--- config.mk ---
export PLATFORM = sky130hd
export DESIGN_NAME = stk_pipe_wrbk
export DESIGN_NICKNAME = d
export VERILOG_FILES = /design/src/rtl/stk_pkg.sv /design/src/rtl/stk_pipe_wrbk_rspq.sv /design/src/rtl/stk_pipe_wrbk.sv
export SDC_FILE = /design/constraint.sdc
export NUM_CORES = 1
export LEC_CHECK = 0
export CAP_MARGIN = 25
export CORE_AREA = 2 2 307 309
export CTS_CLUSTER_DIAMETER = 40
export CTS_CLUSTER_SIZE = 25
export DETAILED_ROUTE_END_ITERATION = 10
export DIE_AREA = 0 0 309 311
export SYNTH_ARGS = -nofsm -noshare
export SYNTH_HDL_FRONTEND = slang
export SYNTH_HIERARCHICAL = 1
export SYNTH_SLANG_ARGS = --single-unit
--- constraint.sdc ---
create_clock -name clk -period 9.9 [get_ports clk]
set_clock_uncertainty 0.15 [all_clocks]
set_input_delay 2.475 -clock clk [delete_from_list [all_inputs] [get_ports clk]]
set_output_delay 2.475 -clock clk [all_outputs]
set_load 0.1 [all_outputs]
--- src/rtl/stk_pkg.sv ---
// Shared types and constants for the stack pipeline writeback stage.
package stk_pkg;

    localparam int ENGS_N  = 4;
    localparam int BANKS_N = 4;
    localparam int PTR_W   = 8;
    localparam int DAT_W   = 128;

    localparam int ENG_W  = (ENGS_N > 1) ? $clog2(ENGS_N) : 1;
    localparam int BANK_W = (BANKS_N > 1) ? $clog2(BANKS_N) : 1;
    localparam int CNT_W  = PTR_W + 1;

    typedef enum logic [1:0] {
        OP_NOP  = 2'd0,
        OP_PUSH = 2'd1,
        OP_POP  = 2'd2
    } op_t;

    typedef logic [ENG_W-1:0]  engid_t;
    typedef logic [BANK_W-1:0] bank_id_t;
    typedef logic [PTR_W-1:0]  ptr_t;
    typedef logic [CNT_W-1:0]  cnt_t;
    typedef logic [DAT_W-1:0]  dat_t;

    // Occupancy of a completely full stack (2^PTR_W lines).
    localparam cnt_t CNT_FULL = {1'b1, {PTR_W{1'b0}}};

    typedef struct packed {
        engid_t engid;
        op_t    op;
        logic   err;
        dat_t   dat;
    } rsp_t;

endpackage

--- src/rtl/stk_pipe_wrbk_rspq.sv ---
// Small valid/ready FIFO of responses with a registered full flag.
module stk_pipe_wrbk_rspq
    import stk_pkg::*;
#(
    parameter int DEPTH = 2
) (
    input  logic clk,
    input  logic rst,
    input  logic i_push,
    input  rsp_t i_rsp,
    output logic o_full,
    output logic o_vld,
    input  logic i_rdy,
    output rsp_t o_rsp
);

    localparam int IDX_W = (DEPTH > 1) ? $clog2(DEPTH) : 1;
    localparam int OCC_W = $clog2(DEPTH + 1);

    rsp_t             mem [DEPTH];
    logic [IDX_W-1:0] wr_idx;
    logic [IDX_W-1:0] rd_idx;
    logic [OCC_W-1:0] occ;
    logic [OCC_W-1:0] occ_nxt;
    logic             do_push;
    logic             do_pop;

    function automatic logic [IDX_W-1:0] idx_inc(input logic [IDX_W-1:0] idx);
        return (idx == IDX_W'(DEPTH - 1)) ? '0 : idx + IDX_W'(1);
    endfunction

    assign do_push = i_push && !o_full;
    assign do_pop  = o_vld && i_rdy;
    assign occ_nxt = occ + OCC_W'(do_push) - OCC_W'(do_pop);

    always_ff @(posedge clk) begin
        if (rst) begin
            wr_idx <= '0;
            rd_idx <= '0;
            occ    <= '0;
            o_full <= 1'b0;
        end else begin
            if (do_push) wr_idx <= idx_inc(wr_idx);
            if (do_pop)  rd_idx <= idx_inc(rd_idx);
            occ    <= occ_nxt;
            o_full <= (occ_nxt == OCC_W'(DEPTH));
        end
    end

    // Storage needs no reset: an entry is only read after it was written.
    always_ff @(posedge clk) begin
        if (do_push) mem[wr_idx] <= i_rsp;
    end

    assign o_vld = (occ != '0);
    assign o_rsp = o_vld ? mem[rd_idx] : '0;

endmodule

--- src/rtl/stk_pipe_wrbk.sv ---
// Stack pipeline writeback: bank select, per-engine state commit, response queue.
// Optional STK_PIPE_WRBK_PERF_EN adds saturating push/pop/error counters.
module stk_pipe_wrbk
    import stk_pkg::*;
#(
    parameter int RSPQ_N = 2
) (
    input  logic                       clk,
    input  logic                       rst,
    input  logic                       i_wrbk_uc_vld,
    input  engid_t                     i_wrbk_uc_engid,
    input  bank_id_t                   i_wrbk_uc_bankid,
    input  op_t                        i_wrbk_uc_op,
    input  logic                       i_wrbk_uc_head_vld,
    input  ptr_t                       i_wrbk_uc_head_ptr,
    input  logic                       i_wrbk_uc_tail_vld,
    input  ptr_t                       i_wrbk_uc_tail_ptr,
    input  logic [BANKS_N*PTR_W-1:0]   i_mem_prev_dout,
    input  logic [BANKS_N*DAT_W-1:0]   i_mem_dat_dout,
    output logic                       o_wrbk_stall,
    output logic                       o_rsp_vld,
    input  logic                       i_rsp_rdy,
    output engid_t                     o_rsp_engid,
    output op_t                        o_rsp_op,
    output logic                       o_rsp_err,
    output dat_t                       o_rsp_dat,
    output logic [ENGS_N-1:0]          o_st_head_vld,
    output logic [ENGS_N*PTR_W-1:0]    o_st_head_ptr,
    output logic [ENGS_N*PTR_W-1:0]    o_st_tail_ptr,
    output logic [ENGS_N-1:0]          o_st_empty
`ifdef STK_PIPE_WRBK_PERF_EN
    ,
    output logic [31:0]                o_perf_push_cnt,
    output logic [31:0]                o_perf_pop_cnt,
    output logic [31:0]                o_perf_err_cnt
`endif
);

    // Handshake: a response transfers on a cycle where o_rsp_vld && i_rsp_rdy;
    // upstream must not present a non-NOP op while o_wrbk_stall is high.

    logic [ENGS_N-1:0] head_vld;
    ptr_t              head_ptr [ENGS_N];
    ptr_t              tail_ptr [ENGS_N];
    cnt_t              cnt      [ENGS_N];

    logic   accept;
    logic   do_push;
    logic   do_pop;
    cnt_t   cur_cnt;
    ptr_t   sel_prev;
    dat_t   sel_dat;
    rsp_t   rsp_in;
    rsp_t   rsp_out;

    assign accept   = i_wrbk_uc_vld && (i_wrbk_uc_op != OP_NOP) && !o_wrbk_stall;
    assign cur_cnt  = cnt[i_wrbk_uc_engid];
    assign sel_prev = i_mem_prev_dout[i_wrbk_uc_bankid*PTR_W +: PTR_W];
    assign sel_dat  = i_mem_dat_dout[i_wrbk_uc_bankid*DAT_W +: DAT_W];

    always_comb begin
        do_push       = 1'b0;
        do_pop        = 1'b0;
        rsp_in.engid  = i_wrbk_uc_engid;
        rsp_in.op     = i_wrbk_uc_op;
        rsp_in.err    = 1'b0;
        rsp_in.dat    = '0;
        if (accept) begin
            if (i_wrbk_uc_op == OP_PUSH) begin
                if (cur_cnt == CNT_FULL) rsp_in.err = 1'b1;
                else                     do_push    = 1'b1;
            end else if (i_wrbk_uc_op == OP_POP) begin
                if (cur_cnt == '0) begin
                    rsp_in.err = 1'b1;
                end else begin
                    do_pop     = 1'b1;
                    rsp_in.dat = sel_dat;
                end
            end
        end
    end

    always_ff @(posedge clk) begin
        if (rst) begin
            head_vld <= '0;
            for (int e = 0; e < ENGS_N; e++) begin
                head_ptr[e] <= '0;
                tail_ptr[e] <= '0;
                cnt[e]      <= '0;
            end
        end else if (do_push) begin
            cnt[i_wrbk_uc_engid] <= cur_cnt + cnt_t'(1);
            if (i_wrbk_uc_head_vld) begin
                head_ptr[i_wrbk_uc_engid] <= i_wrbk_uc_head_ptr;
                head_vld[i_wrbk_uc_engid] <= 1'b1;
            end
            if (i_wrbk_uc_tail_vld) tail_ptr[i_wrbk_uc_engid] <= i_wrbk_uc_tail_ptr;
        end else if (do_pop) begin
            cnt[i_wrbk_uc_engid] <= cur_cnt - cnt_t'(1);
            // Last line leaving: pointers are kept, only validity drops.
            if (cur_cnt == cnt_t'(1)) head_vld[i_wrbk_uc_engid] <= 1'b0;
            else                      head_ptr[i_wrbk_uc_engid] <= sel_prev;
        end
    end

    stk_pipe_wrbk_rspq #(.DEPTH(RSPQ_N)) u_rspq (
        .clk    (clk),
        .rst    (rst),
        .i_push (accept),
        .i_rsp  (rsp_in),
        .o_full (o_wrbk_stall),
        .o_vld  (o_rsp_vld),
        .i_rdy  (i_rsp_rdy),
        .o_rsp  (rsp_out)
    );

    assign o_rsp_engid = rsp_out.engid;
    assign o_rsp_op    = rsp_out.op;
    assign o_rsp_err   = rsp_out.err;
    assign o_rsp_dat   = rsp_out.dat;

    always_comb begin
        o_st_head_ptr = '0;
        o_st_tail_ptr = '0;
        o_st_empty    = '0;
        for (int e = 0; e < ENGS_N; e++) begin
            o_st_head_ptr[e*PTR_W +: PTR_W] = head_ptr[e];
            o_st_tail_ptr[e*PTR_W +: PTR_W] = tail_ptr[e];
            o_st_empty[e]                   = (cnt[e] == '0);
        end
    end
    assign o_st_head_vld = head_vld;

`ifdef STK_PIPE_WRBK_PERF_EN
    always_ff @(posedge clk) begin
        if (rst) begin
            o_perf_push_cnt <= '0;
            o_perf_pop_cnt  <= '0;
            o_perf_err_cnt  <= '0;
        end else if (accept) begin
            if (i_wrbk_uc_op == OP_PUSH && o_perf_push_cnt != '1)
                o_perf_push_cnt <= o_perf_push_cnt + 32'd1;
            if (i_wrbk_uc_op == OP_POP && o_perf_pop_cnt != '1)
                o_perf_pop_cnt <= o_perf_pop_cnt + 32'd1;
            if (rsp_in.err && o_perf_err_cnt != '1)
                o_perf_err_cnt <= o_perf_err_cnt + 32'd1;
        end
    end
`endif

    drop_on_stall_a: assert property (@(posedge clk) disable iff (rst)
        !(i_wrbk_uc_vld && (i_wrbk_uc_op != OP_NOP) && o_wrbk_stall));

endmodule

==> results by group <==
Floorplan
  • Die W: between 300 and 400 um
  • Core area: approximately 93000 um^2
  • I/O pin count: 779
  • Starting density of the core: 0.208
  • Die height: 311 um
  • Die area: 96100 um^2
  • FP Rows: approximately 110

Logic synthesis
  • Cell taking the most area after synthesis: edfxtp_1
  • Most common cell in the synthesized netlist: edfxtp_1
  • Syn Nets: 1852
  • Cells after synthesis: between 1k and 1.5k
  • Yosys warnings: 6
  • Syn_area_per_cell: 15.1 um^2
  • Async S/R FF share, synth: 0
  • Post-synth cell types: 56
  • Synth top area share: 0.569
  • EDFF count, synth: 366
  • Synth Flop Type: edfxtp_1
  • Largest cells by area after synthesis: edfxtp_1 57%, mux4_2 17%, mux2i_1 7.1%
  • Post-synthesis sequential area ratio: 0.579
  • Synth cell count leaders: 366 x edfxtp_1, 196 x nor2_1, 145 x mux4_2
  • Post-synthesis register bit count: 376
  • Netlist Area Pre-Place: roughly 19000 um^2

Worst setup path
  • Critical path arrival: between 4 and 5 ns
  • Crit path largest cell delay: approximately 1.2 ns
  • Max stage delay cell, worst path: clkdlybuf4s50_1
  • Worst path required time: 7.28 ns
  • CP dominant cell by count: buf_4
  • Crit path launch type: flip-flop
  • Crit-path max FO: 45
  • Cell Chain, Critical Path: buf_4 > buf_4 > mux2i_1 > nor2_1 > clkdlybuf4s50_1
  • Worst Path Buf+Inv: 3
  • Top cell family by delay on the critical path: buffers and inverters
  • Crit path kind: reg2out
  • Critical path endpoint category: output port

Final layout
  • Layout area overhead: 59.0%
  • Nets: 2632
  • Share of cells above drive strength 1: 0.149

Route
  • Total number of vias: roughly 14k
  • DR iter-0 viols: 711
  • DRT Wirelength: 73100 um
  • Post-DR vias/cell: 4.30
  • Routed Antenna Nets: 0
  • Drt first pass iters: 5
  • WL/cell: 21.7 um
  • Residual DRC count: 0

Timing
  • Fmax: 150 MHz
  • Setup TNS: 0 ns
  • Finish-stage setup viols: 0
  • Slew @ Worst Pin: 1.15 ns
  • RSZ-0062 raised after global routing: no
  • Final WS setup: 3.25 ns
  • Slew Limit Fails: 0
  • Relative slew slack: 0.226
  • Crit share post-route: 0.672
  • Post-route minimum period: 6.65 ns
  • Final hold violation count: 0

Clock tree
  • Post-CTS setup buffers: 0
  • Hold Buf Count CTS: 0
  • CTS tree: done
  • CTS root buffer: clkbuf_16
  • Clock-pin slew on the worst setup and hold paths: around 0.05 ns
  • Resized cells post-CTS: 0
  • Htree depth: 3
  • CTS Buf Count: 70
  • Clock Path Buffers: 3
  • Clock Latency Late Sink: 0.57 ns
  • Clk sinks: 376

Placement
  • Worst slack at placement: 2.22 ns
  • Gpl congestion: 0.936
  • Post-DP HPWL: 55200 um
  • Port bufs: 778

Power and ir drop
  • Leakage: approximately 11 nW
  • Maximum vdd drop: 201 uV
  • P per Cell Area: approximately 250 nW/um^2

Global route
  • Global Route Usage Sum: 0.146
  • Vias in the first global route: between 15k and 20k
  • First-pass GRT wire length: 104000 um
  • Pin count of the biggest net entering global routing: 129
  • GRT overflow: 0
  • Initial antenna violation count: 9

Status
  • Outcome: finished, final reports clean

Worst hold path
  • Type of the worst min-delay path: reg2reg

Run
  • MaxCap Viol Count: 0
## worst register-to-register path: stages (launching register included)
cell and delay [ns]:
edfxtp_1 0.46, mux4_2 0.58, or4_1 0.69, a21o_1 0.28, o21a_4 0.42, buf_4 0.52
o211ai_2 0.51, nand2_1 0.32
## final timing paths
path                                    start       endpoint  slack, ns  depth (start not counted)
worst max register to register      cnt[3][5]      cnt[0][1]       5.59                          7
worst min-delay path            u_rspq/rd_idx      flip-flop       0.37                          2
worst min register to register  u_rspq/rd_idx      flip-flop       0.37                          2
worst max-delay path                flip-flop  o_rsp_dat[68]       3.25                          5
## metal layers
layer | up-vias | share of wire | global-route usage
met1 | 7327 | 0.40 | 0.173
met5 | - | 0.0011 | 0
li1 | 6498 | - | -
met4 | 12 | 0.025 | 0.0500
met2 | 550 | 0.51 | 0.256
met3 | 107 | 0.073 | 0.0351
## cell families (layout without fill, tap and decap cells)
kind of cell             Yosys count  after routing  share of synthesized area
AO/OA/AOI/OAI                     53             53                     0.0232
XOR/XNOR                           6              6                    0.00272
adder cells (fa/ha/maj)            5              5                    0.00324
buffers and inverters            112            949                     0.0361
flip-flops                       376            376                      0.579
multiplexers                     283            283                      0.241
other                              0              2                          0
AND/OR/NAND/NOR                  440            440                      0.115
## where the power goes
part           total, mW  internal (mW)  switching, mW
clock               2.39           1.56          0.836
sequential          2.09           2.02         0.0706
combinational       3.19          0.873           2.32
## final cells by class
class,count,area (um^2)
Clock inverter,51,563
Sequential cell,376,11200
Inverter,18,67.6
Multi-Input combinational cell,787,7450
Timing Repair Buffer,802,8030
Fill cell,9112,62100
Antenna cell,2,5.00
Tap cell,1254,1570
Clock buffer,78,1820
## flip-flops by register name, indices dropped and copies added, names as in the netlist, named ones only
name and count:
u_rspq/wr_idx 1, u_rspq/mem 266, u_rspq/o_full 1, head_ptr 32, u_rspq/rd_idx 1, tail_ptr 32, u_rspq/occ 2, cnt 36
## metrics by stage
stage          std cells   util  hold slack (ns)  instance area (um^2)  total power, mW
2_1_floorplan       1275      -            0.322                 19300             4.44
3_3_place_gp        3231  0.304            0.337                 28200             5.31
3_5_place_dp        3233  0.305            0.343                 28300             5.35
4_1_cts             3362  0.330            0.366                 30700             7.79
5_1_grt             3367  0.331            0.390                 30700             7.96
6_report            3368  0.331            0.371                 30700             7.68
## layout by cell type (no fill, tap or decap), types with 3 or more instances in the layout
cell type and instances:
clkdlybuf4s50_1 773, edfxtp_1 366, nor2_1 196, mux4_2 145
and2_1 141, mux2i_1 137, clkbuf_16 72, and3_1 24
buf_4 21, nand2_1 19, inv_1 18, nor4_1 13
nor3_1 11, o21ai_0 10, dfxtp_1 9, inv_6 9
clkinv_2 9, bufinv_16 8, clkinv_1 8, a21oi_1 7
a22oi_1 7, nor2b_1 6, a22oi_2 6, clkbuf_1 6
clkinvlp_4 6, nand3_1 5, ha_1 5, inv_8 5
nand2b_1 4, xnor2_1 4, a32o_1 4, clkinv_4 4
or3_1 3, nor3b_1 3, or2_2 3, o211ai_2 3
Note: power is estimated with default switching activity, not from simulation.
